<file path="src/rtl/rr_arb_pkg.sv">
// Shared arbiter types and helpers: FSM state encoding, default requester
// count, and a one-hot to index decoder reused by other arbiters.
package rr_arb_pkg;

  typedef enum logic {ARB_IDLE, ARB_GRANT} arb_state_t;

  localparam int RR_ARB_DEFAULT_N = 4;

  // Highest set bit wins; callers only pass one-hot vectors up to 32 bits.
  function automatic int onehot_to_idx(input logic [31:0] oh);
    onehot_to_idx = 0;
    for (int i = 0; i < 32; i++)
      if (oh[i]) onehot_to_idx = i;
  endfunction

endpackage

</file>
<file path="src/rtl/rr_ring_pointer.sv">
// One-hot rotating priority pointer. Loading index i moves priority to i+1 (mod N).
module rr_ring_pointer #(
  parameter int N  = 4,
  parameter int IW = $clog2(N)
) (
  input  logic          clk,
  input  logic          rst,
  input  logic          load,
  input  logic [IW-1:0] idx,
  output logic [N-1:0]  ptr
);

  always_ff @(posedge clk) begin
    if (rst)
      ptr <= N'(1);
    else if (load)
      ptr <= (int'(idx) == N-1) ? N'(1) : (N'(1) << (idx + 1'b1));
  end

endmodule

</file>
<file path="src/rtl/rr_ring_arbiter.sv">
// Round-robin arbiter with grant-until-release. Define RR_ARB_TIMEOUT_EN to
// build a hold counter that force-releases a grant after TIMEOUT cycles.
module rr_ring_arbiter
  import rr_arb_pkg::*;
#(
  parameter int N       = RR_ARB_DEFAULT_N,
  parameter int TIMEOUT = 16
) (
  input  logic                 clk,
  input  logic                 rst,
  input  logic [N-1:0]         req,
  input  logic                 done,
  output logic [N-1:0]         grant,
  output logic [$clog2(N)-1:0] grant_id,
  output logic                 busy,
  output logic                 timeout
);

  localparam int IW = $clog2(N);

  arb_state_t    state, state_n;
  logic [N-1:0]  ptr;
  logic [N-1:0]  grant_n;
  logic [IW-1:0] id_n, pick_id;
  logic          busy_n, to_n, pick_hit, rel, forced, ptr_load;
  int            p, j;

`ifdef RR_ARB_TIMEOUT_EN
  localparam int CW = $clog2(TIMEOUT+1);
  logic [CW-1:0] cnt, cnt_n;
`endif

  rr_ring_pointer #(.N(N), .IW(IW)) u_ptr (
    .clk  (clk),
    .rst  (rst),
    .load (ptr_load),
    .idx  (grant_id),
    .ptr  (ptr)
  );

  // Circular scan starting at the pointer position.
  always_comb begin
    pick_hit = 1'b0;
    pick_id  = '0;
    j        = 0;
    p        = onehot_to_idx(32'(ptr));
    for (int k = 0; k < N; k++) begin
      j = p + k;
      if (j >= N) j = j - N;
      if (!pick_hit && req[j]) begin
        pick_hit = 1'b1;
        pick_id  = IW'(j);
      end
    end
  end

  always_comb begin
    state_n  = state;
    grant_n  = grant;
    id_n     = grant_id;
    busy_n   = busy;
    to_n     = 1'b0;
    ptr_load = 1'b0;
    rel      = done || !req[grant_id];
    forced   = 1'b0;
`ifdef RR_ARB_TIMEOUT_EN
    cnt_n    = cnt;
    forced   = (cnt == CW'(TIMEOUT-1));
`endif
    case (state)
      ARB_IDLE: begin
        if (pick_hit) begin
          state_n = ARB_GRANT;
          grant_n = N'(1) << pick_id;
          id_n    = pick_id;
          busy_n  = 1'b1;
`ifdef RR_ARB_TIMEOUT_EN
          cnt_n   = '0;
`endif
        end
      end
      ARB_GRANT: begin
        if (rel || forced) begin
          state_n  = ARB_IDLE;
          grant_n  = '0;
          id_n     = '0;
          busy_n   = 1'b0;
          ptr_load = 1'b1;
          // A real release in the deadline cycle wins over the timeout.
          to_n     = forced && !rel;
        end
`ifdef RR_ARB_TIMEOUT_EN
        else begin
          cnt_n = cnt + 1'b1;
        end
`endif
      end
      default: state_n = ARB_IDLE;
    endcase
  end

  always_ff @(posedge clk) begin
    if (rst) begin
      state    <= ARB_IDLE;
      grant    <= '0;
      grant_id <= '0;
      busy     <= 1'b0;
      timeout  <= 1'b0;
`ifdef RR_ARB_TIMEOUT_EN
      cnt      <= '0;
`endif
    end else begin
      state    <= state_n;
      grant    <= grant_n;
      grant_id <= id_n;
      busy     <= busy_n;
      timeout  <= to_n;
`ifdef RR_ARB_TIMEOUT_EN
      cnt      <= cnt_n;
`endif
    end
  end

endmodule

</file>
<file path="config.mk">
export PLATFORM = sky130hd
export DESIGN_NAME = rr_ring_arbiter
export DESIGN_NICKNAME = d
export VERILOG_FILES = /design/src/rtl/rr_arb_pkg.sv /design/src/rtl/rr_ring_pointer.sv /design/src/rtl/rr_ring_arbiter.sv
export SDC_FILE = /design/constraint.sdc
export NUM_CORES = 1
export LEC_CHECK = 0
export ABC_AREA = 1
export BUFFER_PORTS_ARGS = -buffer_cell sky130_fd_sc_hd__buf_2
export CORE_MARGIN = 1
export CORE_UTILIZATION = 45
export CTS_CLUSTER_DIAMETER = 50
export CTS_CLUSTER_SIZE = 16
export DETAILED_ROUTE_END_ITERATION = 12
export PLACE_DENSITY_LB_ADDON = 0.08
export SYNTH_ARGS = -nofsm -noshare
export SYNTH_HDL_FRONTEND = slang
export SYNTH_SLANG_ARGS = --single-unit
</file>
<file path="constraint.sdc">
create_clock -name clk -period 2.38 [get_ports clk]
set_clock_uncertainty 0.15 [all_clocks]
set_input_delay 0.238 -clock clk [delete_from_list [all_inputs] [get_ports clk]]
set_output_delay 0.238 -clock clk [all_outputs]
set_load 0.005 [all_outputs]
</file>
* Word level (Yosys, flattened, before mapping)
Cells that the tools add are included. Widths: inputs -> output; s select.
Word-level totals: register bits after elaboration 12, input port bits 7, output and inout port bits 8, word-level logic and storage cells 81
Operators by class: add/subtract/negate cells 8, order comparisons 9, equality and inequality tests 3, shift operators 2, mux-type cells 44, bitwise operators 1, reduce and logical (&&, ||, !) cells 9
Operator list (number):
- $ge 32x4->1 const B | 4
- $lt 32x4->1 const B | 4
- $mux 32 | 4
- $sub 32x4->32 const B | 4
- $add 32x3->32 const B | 2
- $add 32x2->32 const B | 1
- $mux 1 | 20
- $mux 2 | 8
- $mux 4 | 3
- $bmux 1 s2 | 5
- $pmux 4 s2 | 1
- $shl 1x2->4 const A | 2
- $logic_not 1->1 | 4
- $pmux 1 s2 | 2
- $pmux 2 s2 | 1
- $logic_and 1x1->1 | 3
- $lt 2x3->1 const B | 1
- $add 2x1->2 const B | 1
- $eq 2x1->1 const B | 1
- $ne 2x1->1 const B | 1
- $ne 2x2->1 const B | 1
- $reduce_and 2->1 | 1
- $logic_or 1x1->1 | 1
- $not 1->1 | 1

* Logic depth before layout (Yosys ltp)
Gate-level depths: netlist of the first run.
depth after elaboration 21, gate-level depth with buffers 14, mapped depth without buffers 14

* Modules after synthesis
From an unflattened synthesis of the first run, not the netlist that was laid out.
Unflattened totals: cell total of the unflattened synthesis 135, area, all modules 909.6 µm²
Modules (own cells, without submodules):
- rr_ring_arbiter | times used 1, cells each 115, area an instance 757.0 µm², sequential area each 160.2 µm²
- rr_ring_pointer | times used 1, cells each 20, area an instance 152.6 µm², sequential area each 80.1 µm²

* Worst setup path before layout of the first run
No wires, ideal clock.
path type register to register, start point reg u_ptr.ptr[2], end point reg grant[0], library setup time 0.135 ns, arrival 1.356 ns, data required time 2.095 ns, path slack 0.739 ns, stages on the path, launching flop included 12, buffers on the path 0, period minus slack after synthesis 1.641 ns, cells stage by stage dfxtp_1 -> inv_2 -> nand2_4 -> nand2_8 -> nand2_2 -> nand2_1 -> o21ai_2 -> nand4_1 -> nand2_1 -> inv_2 -> nand3_1 -> a21oi_2
On the way: longest elaborated chain between the ends 20, elaborated cells on any way between the ends 48, classes of those cells add/sub (7); order compare (4); eq/ne (1); shift (1); mux (28); reduce/logical (7)
RTL lines:
- from (decl) | RTL line rr_ring_pointer.sv:10 | output logic [N-1:0] ptr
- from (signal assigned) | RTL line rr_ring_pointer.sv:17 | ptr <= (int'(idx) == N-1) ? N'(1) : (N'(1) << (idx + 1'b1));
- $mux 2 (*) (2 in series) | RTL line rr_arb_pkg.sv:13 | if (oh[i]) onehot_to_idx = i;
- branches (longest 18 deep; another with $add 32x2->32)
- to (signal assigned) | RTL line rr_ring_arbiter.sv:114 | grant <= grant_n;
- to (decl) | RTL line rr_ring_arbiter.sv:13 | output logic [N-1:0] grant,
Mark *: on every way between the ends. The select of a mux whose other input is x is not followed. A chain may end at the register's enable or synchronous reset.

* Final worst setup path of the first run
start point reg grant_id[1], end point reg state
On the way: longest elaborated chain between the ends 6
RTL lines:
- from (decl) | RTL line rr_ring_arbiter.sv:14 | output logic [$clog2(N)-1:0] grant_id,
- from (signal assigned) | RTL line rr_ring_arbiter.sv:115 | grant_id <= id_n;
- $bmux 1 s2 | RTL line rr_ring_arbiter.sv:64 | rel = done || !req[grant_id];
- $mux 1 (not written as such) | RTL line rr_ring_arbiter.sv:64
- $logic_not 1->1 | RTL line rr_ring_arbiter.sv:64
- $logic_or 1x1->1 | RTL line rr_ring_arbiter.sv:64
- $mux 1 | RTL line rr_ring_arbiter.sv:83 | if (rel || forced) begin
- $pmux 1 s2 | RTL line rr_ring_arbiter.sv:70 | case (state)
- to (signal assigned) | RTL line rr_ring_arbiter.sv:113 | state <= state_n;
- to (decl) | RTL line rr_ring_arbiter.sv:21 | arb_state_t state, state_n;
No other way between the ends. The select of a mux whose other input is x is not followed.

==> results of run 1 <==
==> cell families (layout without fill, tap and decap cells) <==
family	count (synthesis)	after routing	synth area share (%)
AND/OR/NAND/NOR	76	76	52.0
buffers and inverters	23	37	11.1
AO/OA/AOI/OAI	18	18	13.3
flip-flops	11	11	23.2
other	1	1	0.395
==> where the power goes <==
part	total (W)	leakage (nW)	internal, W	switching (W)
Sequential	0.000316	0.0904	0.000251	0.0000655
Clock	0.000127	0.0150	0.0000649	0.0000616
Combinational	0.000925	0.414	0.000326	0.000600
Total	0.00137	0.520	0.000641	0.000727
==> state kept, by name, summed over array words and instances (netlist names) <==
register	count
grant	4
u_ptr.ptr	3
busy	1
grant_id	2
state	1
==> how the worst max path moves through the flow <==
stage,start,endpoint
2_1_floorplan,u_ptr.ptr[2],grant[0]
3_3_place_gp,grant_id[1],state
3_5_place_dp,grant_id[1],state
4_1_cts,grant_id[1],state
5_1_grt,grant_id[1],state
6_report,grant_id[1],state
==> routing by layer <==
layer / global-route usage [%] / vias up / share of wire [%]
li1: - / 455 / -
met1: 26.5 / 419 / 48
met2: 32.2 / 16 / 47
met3: 1.51 / 4 / 2.4
met4: 12.2 / 0 / 1.9
met5: 0 / - / 0
==> Yosys cell counts (2+ instances only) <==
library cell / instances / share of area, %
nand2_1: 23 / 9.1
nand3_1: 20 / 11
inv_1: 12 / 4.7
nand3_2: 12 / 13
dfxtp_1: 11 / 23
inv_2: 7 / 2.8
a21oi_1: 6 / 3.2
nor2_1: 6 / 2.4
a21oi_2: 5 / 4.6
nand2_4: 5 / 5.9
nand2_2: 3 / 2.0
nand2_8: 2 / 4.2
nand4_1: 2 / 1.3
o21ai_2: 2 / 1.8
==> placed cells by master (no fill, tap or decap) <==
cell type / n
a211oi_1: 1
a21oi_1: 6
a21oi_2: 5
a31o_1: 1
buf_2: 13
bufinv_8: 1
clkbuf_1: 1
clkbuf_4: 3
conb_1: 1
dfxtp_1: 11
inv_1: 12
inv_2: 7
nand2_1: 23
nand2_2: 3
nand2_4: 5
nand2_8: 2
nand3_1: 20
nand3_2: 12
nand4_1: 2
nor2_1: 6
nor2_4: 1
nor2_8: 1
nor3_1: 1
o21ai_0: 1
o21ai_2: 2
o21bai_1: 1
o22ai_1: 1
==> through the flow <==
step | power (W) | hold slack, ns | util, % | area [um^2] | setup WS, ns
after global routing | 0.00150 | 0.136 | 53.9 | 1060 | 0.217
after CTS | 0.00137 | 0.128 | 53.9 | 1060 | 0.456
after detailed placement | 0.00124 | 0.321 | 52.6 | 1030 | 0.492
after global placement | 0.00122 | 0.300 | 52.6 | 1030 | 0.519
final | 0.00137 | 0.135 | 53.9 | 1060 | 0.472
after floorplan | 0.00107 | 0.315 | - | 948 | 0.739
==> layout make-up <==
class	count	area [um^2]
repair buffers	13	65.1
well taps	27	33.8
clock buffers	4	26.3
inverters	20	88.8
flip-flops and latches	11	220
fillers	217	905
multi-input cells	95	623
==> critical path: stages, from the launching register on <==
cell and delay [ns]:
dfxtp_1 0.39, inv_1 0.11, a21oi_1 0.12, o21ai_0 0.09, a31o_1 0.20, nand2_1 0.37
nand2_1 0.18, o21bai_1 0.19, inv_1 0.05
==> flow_summary.yaml, run 1 <==
global_routing:
  overflow: 0
  grt_pass1_vias: 769
  grt_pass1_wl_mm: 3.22
  grtUsageTotal_pct: 20.2
  antenna_found_initial: 0
  grt_max_degree: 12
cts:
  ctsResizeCount: 0
  cts.sinks: 11
  h-tree-depth: 1
  cts_tree: "done"
  post_cts_buffers: 0
  root_buffer: "clkbuf_4"
  hold_buffers: 0
  path_clk_slew_ns: 0.07
  cts_buffers: 3
  clock_latency_ns: 0.27
  cts_max_path_buffers: 2
run_status:
  status: "finished, final reports clean"
yosys:
  synthFlopType: "dfxtp_1"
  ys_seq_area_share_pct: 23.2
  yosys_warnings: 0
  synth_cells: 129
  synthesis.nets: 136
  synthDistinctLibCells: 27
  synth_seq_cells: 11
  syn_area_um2: 948
  synth_edf_count: 0
  avgSynthCellArea_um2: 7.35
  synthArstFlopShare_pct: 0
floorplanning:
  dieArea_um2: 2300
  die_x_um: 47.9
  rows: 16
  chipHeight_um: 47.9
  initial_core_util_pct: 48.3
  core-area_um2: 1960
  io_pins: 15
setup_path:
  startpoint_type: "flip-flop"
  crit_fanout: 11
  r2r_start: "grant_id[1]"
  cp-end-kind: "flip-flop"
  arrival_ns: 1.97
  reg2reg_to: "state"
  cp.required_ns: 2.45
  regToRegSetupSlack_ns: 0.47
  worstRegToRegCells: 8
  criticalPathCategory: "reg -> reg"
place:
  dp.cells: 166
  routabilityCongestion: 0.863
  hpwlAfterDp_mm: 1.53
  port_buffers: 13
sta:
  fin_crit_sh_pct: 80.2
  final.setup.tns_ns: 0
  rsz0062_at_grt: "false"
  drv_slew: 0
  setup_viol: 0
  min_period_ns: 1.91
  max_freq_mhz: 524
  hold_violations: 0
power:
  p_per_area_nw_per_um2: 1290
  vdd_drop_max_v: 0.000750
  leakage_nw: 0.520
min_path:
  worstHoldStart: "rst"
  holdPathEnd: "grant[3]"
  hold_path_class: "in -> reg"
  min_path_cells: 2
routing:
  wl_per_cell_um: 11.6
  ant_nets: 0
  wl_mm: 1.97
  route.detailed.drc: 0
  dr_total_vias: 894
  viasPerCell: 5.26
  drt_iter0_markers: 26
  dr.pass1.iters: 4
layout:
  nets: 151
  area_delta_synth_final_pct: 11.5
  fin_cells: 170
  drive_above_1_share_pct: 38.5
  n_antenna_cell: 0
flow_run:
  drv_cap: 0
(Power assumes the default switching activity.)
==> inputs of run 2 (changes only) <==
- clock period: 2.38 -> 1.57 ns (I/O delays scaled with it)
==> flow_summary.yaml, run 2 (synthesis results as in run 1) <==
power:
  power_w: 0.00261
  p_per_area_nw_per_um2: 1980
  p_int_w: 0.00127
  vdd_drop_max_v: 0.00133
  switchingPower_w: 0.00134
  pwr-share-seq_pct: 19.2
  swShare_pct: 51.5
  leakage_nw: 0.622
  combPwrFrac_pct: 73.1
  p_clk_share_pct: 7.7
routing:
  viasPerCell: 5.06
  wl_mm: 2.29
  ant_nets: 0
  route.detailed.drc: 0
  dr.pass1.iters: 4
  drt_iter0_markers: 12
  dr_total_vias: 947
  wl_per_cell_um: 12.3
global_routing:
  grt_pass1_wl_mm: 3.53
  grtUsageTotal_pct: 22.5
  grt_pass1_vias: 819
  antenna_found_initial: 0
  overflow: 0
  grt_max_degree: 10
layout:
  seq_area_um2: 229
  final_cell_mix: "17 x nand2_1, 16 x buf_4, 15 x nand3_2"
  final_cell_area_um2: 1320
  area_delta_synth_final_pct: 38.8
  top_register: "grant"
  layout_commonest_cell: "nand2_1"
  multi_input_area_um2: 742
  fin_cells: 187
  nFillCells: 207
  reg.largest.list: "grant (4), u_ptr.ptr (3), grant_id (2)"
  n_antenna_cell: 0
  drive_above_1_share_pct: 57.5
  largest_register_ff_count: 4
  nets: 168
place:
  dp.cells: 181
  port_buffers: 13
  post_dp_cell_area_um2: 1190
  hpwlAfterDp_mm: 1.78
  pre_cts_slack_ns: -0.199
  routabilityCongestion: 0.842
floorplanning:
  die_x_um: 47.9
  dieArea_um2: 2300
  core-area_um2: 1960
  initial_core_util_pct: 48.3
  chipHeight_um: 47.9
  rows: 16
  io_pins: 15
cts:
  path_clk_slew_ns: 0.08
  cts_buffers: 3
  clock_latency_ns: 0.28
  cts_max_path_buffers: 2
  cts.sinks: 11
  root_buffer: "clkbuf_4"
  hold_buffers: 0
  cts_tree: "done"
  h-tree-depth: 1
min_path:
  hold_path_class: "in -> reg"
  min_path_cells: 2
setup_path:
  slowest_stage: "dfxtp_4"
  worstPathCellList: "inv_4, nand2_8, nand2_8, nand2_4, nand3_4, nand2_4, nor2_8, nand2_2, nor2_4, inv_4, nand2_8, nand3_2, a21oi_2"
  worstRegToRegCells: 13
  cp.required_ns: 1.64
  criticalPathCategory: "reg -> reg"
  startpoint_type: "flip-flop"
  cp-end-kind: "flip-flop"
  slowest_delay_ns: 0.37
  crit_top_cell: "nand2_8"
  arrival_ns: 1.80
  crit_fanout: 6
sta:
  setup_ws_ns: -0.162
  max_freq_mhz: 577
  drv_slew: 0
  min_period_ns: 1.73
  rsz0062_at_grt: "true"
  fin_crit_sh_pct: 110
  hold_violations: 0
  setup_viol: 8
run_status:
  violations: "negative setup slack"
  status: "finished, violations left"
flow_run:
  drv_cap: 0
-- run 2: cell types whose count changed in the layout (fill, tap and decap cells not counted), sizes merged --
cell    change
buf        +17
clkinv      +1
bufinv      -1
inv         +1
clkbuf      -1
-- run 2: through the flow --
step | TNS [ns] | utilization [%] | hold slack (ns)
floorplan | -0.301 | - | 0.301
global placement | -1.01 | 60.9 | 0.300
detailed placement | -1.18 | 60.9 | 0.318
CTS | -0.983 | 64.7 | 0.0290
global route | -1.97 | 67.1 | 0.0296
finish | -1.09 | 67.1 | 0.0312
-- run 2: metal layers --
layer,global-route usage (%),vias up,part of all wire [%],routed length [um]
met2,38.4,25,50,1150
met3,8.68,4,5.1,118
li1,-,485,-,-
met4,5.56,0,1.3,29
met1,26.4,433,43,992
met5,0,-,0,0
-- run 2: path summary, 6_finish.rpt --
path	slack [ns]	start	end
setup / recovery	-0.16	u_ptr.ptr[2]	grant[1]
setup reg to reg	-0.16	u_ptr.ptr[2]	grant[1]
hold reg to reg	0.33	grant[3]	grant[3]
hold / removal	0.03	rst	grant[3]
-- run 2: layout make-up --
cell class | instances | share of cell area, %
inverter | 20 | 6.65
clock inverter | 1 | 0.380
multi-input combinational | 95 | 56.4
timing repair buffer | 30 | 14.9
sequential | 11 | 17.4
tap | 27 | 2.57
clock buffer | 3 | 1.71
-- run 2: critical path: cells and delay by family (launching register included) --
family	cells	cell delay (ns)
buf+inv	2	0.14
compound gates	1	0.13
simple gates	10	0.88
flops	1	0.37
-- run 2: power groups by stage --
stage,sequential [W],combinational [W],clock (W)
3_5_place_dp,0.000503,0.00168,0
2_1_floorplan,0.000508,0.00120,0
3_3_place_gp,0.000498,0.00165,0
5_1_grt,0.000515,0.00209,0.000225
6_report,0.000501,0.00191,0.000201
4_1_cts,0.000501,0.00178,0.000205
-- run 2: timing repair --
item / in CTS / in global routing
gates resized for setup: 7 / 13
pin swaps: 6 / 9
endpoints found under the setup margin: 8 / 10
setup buffers: 2 / 0
==> inputs of run 3 (changes only) <==
- SKIP_LAST_GASP: unset -> 1
- SYNTH_HIERARCHICAL: unset -> 1
==> flow_summary.yaml, run 3 <==
min_path:
  worstHoldStart: "rst"
  holdPathEnd: "grant[2]"
  min_path_cells: 2
  hold_path_class: "in -> reg"
cts:
  cts_max_path_buffers: 2
  path_clk_slew_ns: 0.08
  root_buffer: "clkbuf_4"
  cts_buffers: 3
  cts.sinks: 11
  h-tree-depth: 1
  clock_latency_ns: 0.27
  cts_tree: "done"
  hold_buffers: 0
setup_path:
  reg2reg_to: "grant_id[0]"
  arrival_ns: 1.83
  regToRegSetupSlack_ns: -0.21
  cp-end-kind: "flip-flop"
  startpoint_type: "flip-flop"
  worstPathCellList: "inv_8, buf_6, nand3_4, nand3_2, nand2_2, nand4_1, nand2_2, nand3_2, buf_4, a21oi_2"
  slowest_stage: "dfxtp_4"
  path_delay_family: "simple AND/OR/NAND/NOR gates"
  critPathBufInv: 3
  cp.required_ns: 1.62
  r2r_start: "u_ptr/ptr[3]"
  slowest_delay_ns: 0.40
  worstRegToRegCells: 10
  crit_fanout: 6
  criticalPathCategory: "reg -> reg"
routing:
  drt_iter0_markers: 17
  dr_total_vias: 986
  ant_nets: 0
  wl_mm: 2.57
  viasPerCell: 5.27
  wl_per_cell_um: 13.7
  dr.pass1.iters: 4
  route.detailed.drc: 0
layout:
  nets: 170
  layout_commonest_cell: "nand2_1"
  area_delta_synth_final_pct: 51.1
  drive_above_1_share_pct: 52.5
  final_cell_mix: "16 x nand2_1, 14 x nand3_1, 13 x inv_1, 13 x buf_2, 13 x buf_4"
  largest_register_ff_count: 4
  n_antenna_cell: 0
  final_cell_area_um2: 1320
  nFillCells: 143
  top_register: "grant"
  reg.largest.list: "grant (4), u_ptr/ptr (3), grant_id (2)"
floorplanning:
  dieArea_um2: 2120
  rows: 15
  initial_core_util_pct: 49.4
  chipHeight_um: 46.0
  core-area_um2: 1760
  die_x_um: 46.0
  io_pins: 15
global_routing:
  antenna_found_initial: 0
  grtUsageMet3_pct: 1.19
  grt_pass1_wl_mm: 4.01
  overflow: 0
  grt_use_met1_pct: 34.0
  grt_util_met2_pct: 44.8
  busiest_layer: "met2"
  grt_max_degree: 12
  grtUsageTotal_pct: 26.4
  grt_pass1_vias: 895
sta:
  max_freq_mhz: 563
  hold_violations: 0
  rsz0062_at_grt: "true"
  fin_crit_sh_pct: 113
  min_period_ns: 1.78
  setup_viol: 8
  setup_ws_ns: -0.207
  drv_slew: 0
place:
  port_buffers: 13
  routabilityCongestion: 0.927
  pre_cts_slack_ns: -0.199
  hpwlAfterDp_mm: 1.57
  post_dp_cell_area_um2: 1030
flow_run:
  drv_cap: 0
yosys:
  avgSynthCellArea_um2: 6.66
  synthesis.nets: 138
  synth_cells: 131
  yosys_warnings: 6
  syn_area_um2: 872
run_status:
  status: "finished, violations left"
  violations: "negative setup slack"
power:
  vdd_drop_max_v: 0.000854
  p_per_area_nw_per_um2: 1420
  leakage_nw: 0.600
  power_w: 0.00187
==> run 3: what timing repair did <==
item | in CTS | in global routing
resized for setup | 14 | 29
pin swaps | 11 | 16
setup buffers | 5 | 2
gates cloned | 2 | 0
endpoints found under the setup margin | 8 | 8
==> run 3: how the worst max path moves through the flow <==
stage | startpoint | cells past startpoint | slack (ns) | endpoint
final | u_ptr/ptr[3] | 10 | -0.21 | grant_id[0]
after CTS | u_ptr/ptr[2] | 13 | -0.17 | grant_id[0]
after floorplan | u_ptr/ptr[2] | 12 | -0.009 | grant_id[0]
after global routing | u_ptr/ptr[2] | 12 | -0.32 | grant[1]
after global placement | u_ptr/ptr[3] | 11 | -0.16 | grant_id[0]
after detailed placement | u_ptr/ptr[3] | 10 | -0.20 | grant[0]
==> run 3: worst reg2reg max path, cell delays in order (launching register included) <==
cell and delay (ns):
dfxtp_4 0.40, inv_8 0.07, buf_6 0.14, nand3_4 0.11
nand3_2 0.09, nand2_2 0.13, nand4_1 0.15, nand2_2 0.12
nand3_2 0.08, buf_4 0.15, a21oi_2 0.12
==> run 3: stage by stage <==
stage	setup TNS (ns)	hold slack (ns)	instances	utilization, %
6_report	-1.21	0.0549	187	74.7
3_3_place_gp	-0.952	0.299	174	58.3
5_1_grt	-2.17	0.0714	187	74.7
4_1_cts	-1.10	0.0507	185	65.8
3_5_place_dp	-1.22	0.303	174	58.3
2_1_floorplan	-0.0180	0.0687	131	-
==> run 3: where the power goes <==
group          switching [W]  leakage [nW]  total, W  internal [W]
registers          0.0000706        0.0925  0.000421      0.000351
clock network       0.000100        0.0150  0.000199     0.0000984
logic               0.000738         0.492   0.00125      0.000513
==> run 3: layout make-up <==
class | count | area [um^2] | share of cell area [%]
clock buffers | 4 | 26.3 | 1.99
multi-input cells | 102 | 772 | 58.6
repair buffers | 27 | 174 | 13.2
well taps | 25 | 31.3 | 2.37
inverters | 18 | 82.6 | 6.27
flip-flops and latches | 11 | 231 | 17.6
==> run 3: per-layer routing <==
layer / up-vias / part of all wire [%]
li1: 494 / -
met1: 439 / 42
met2: 37 / 51
met3: 16 / 4.0
met4: 0 / 2.4
met5: - / 0
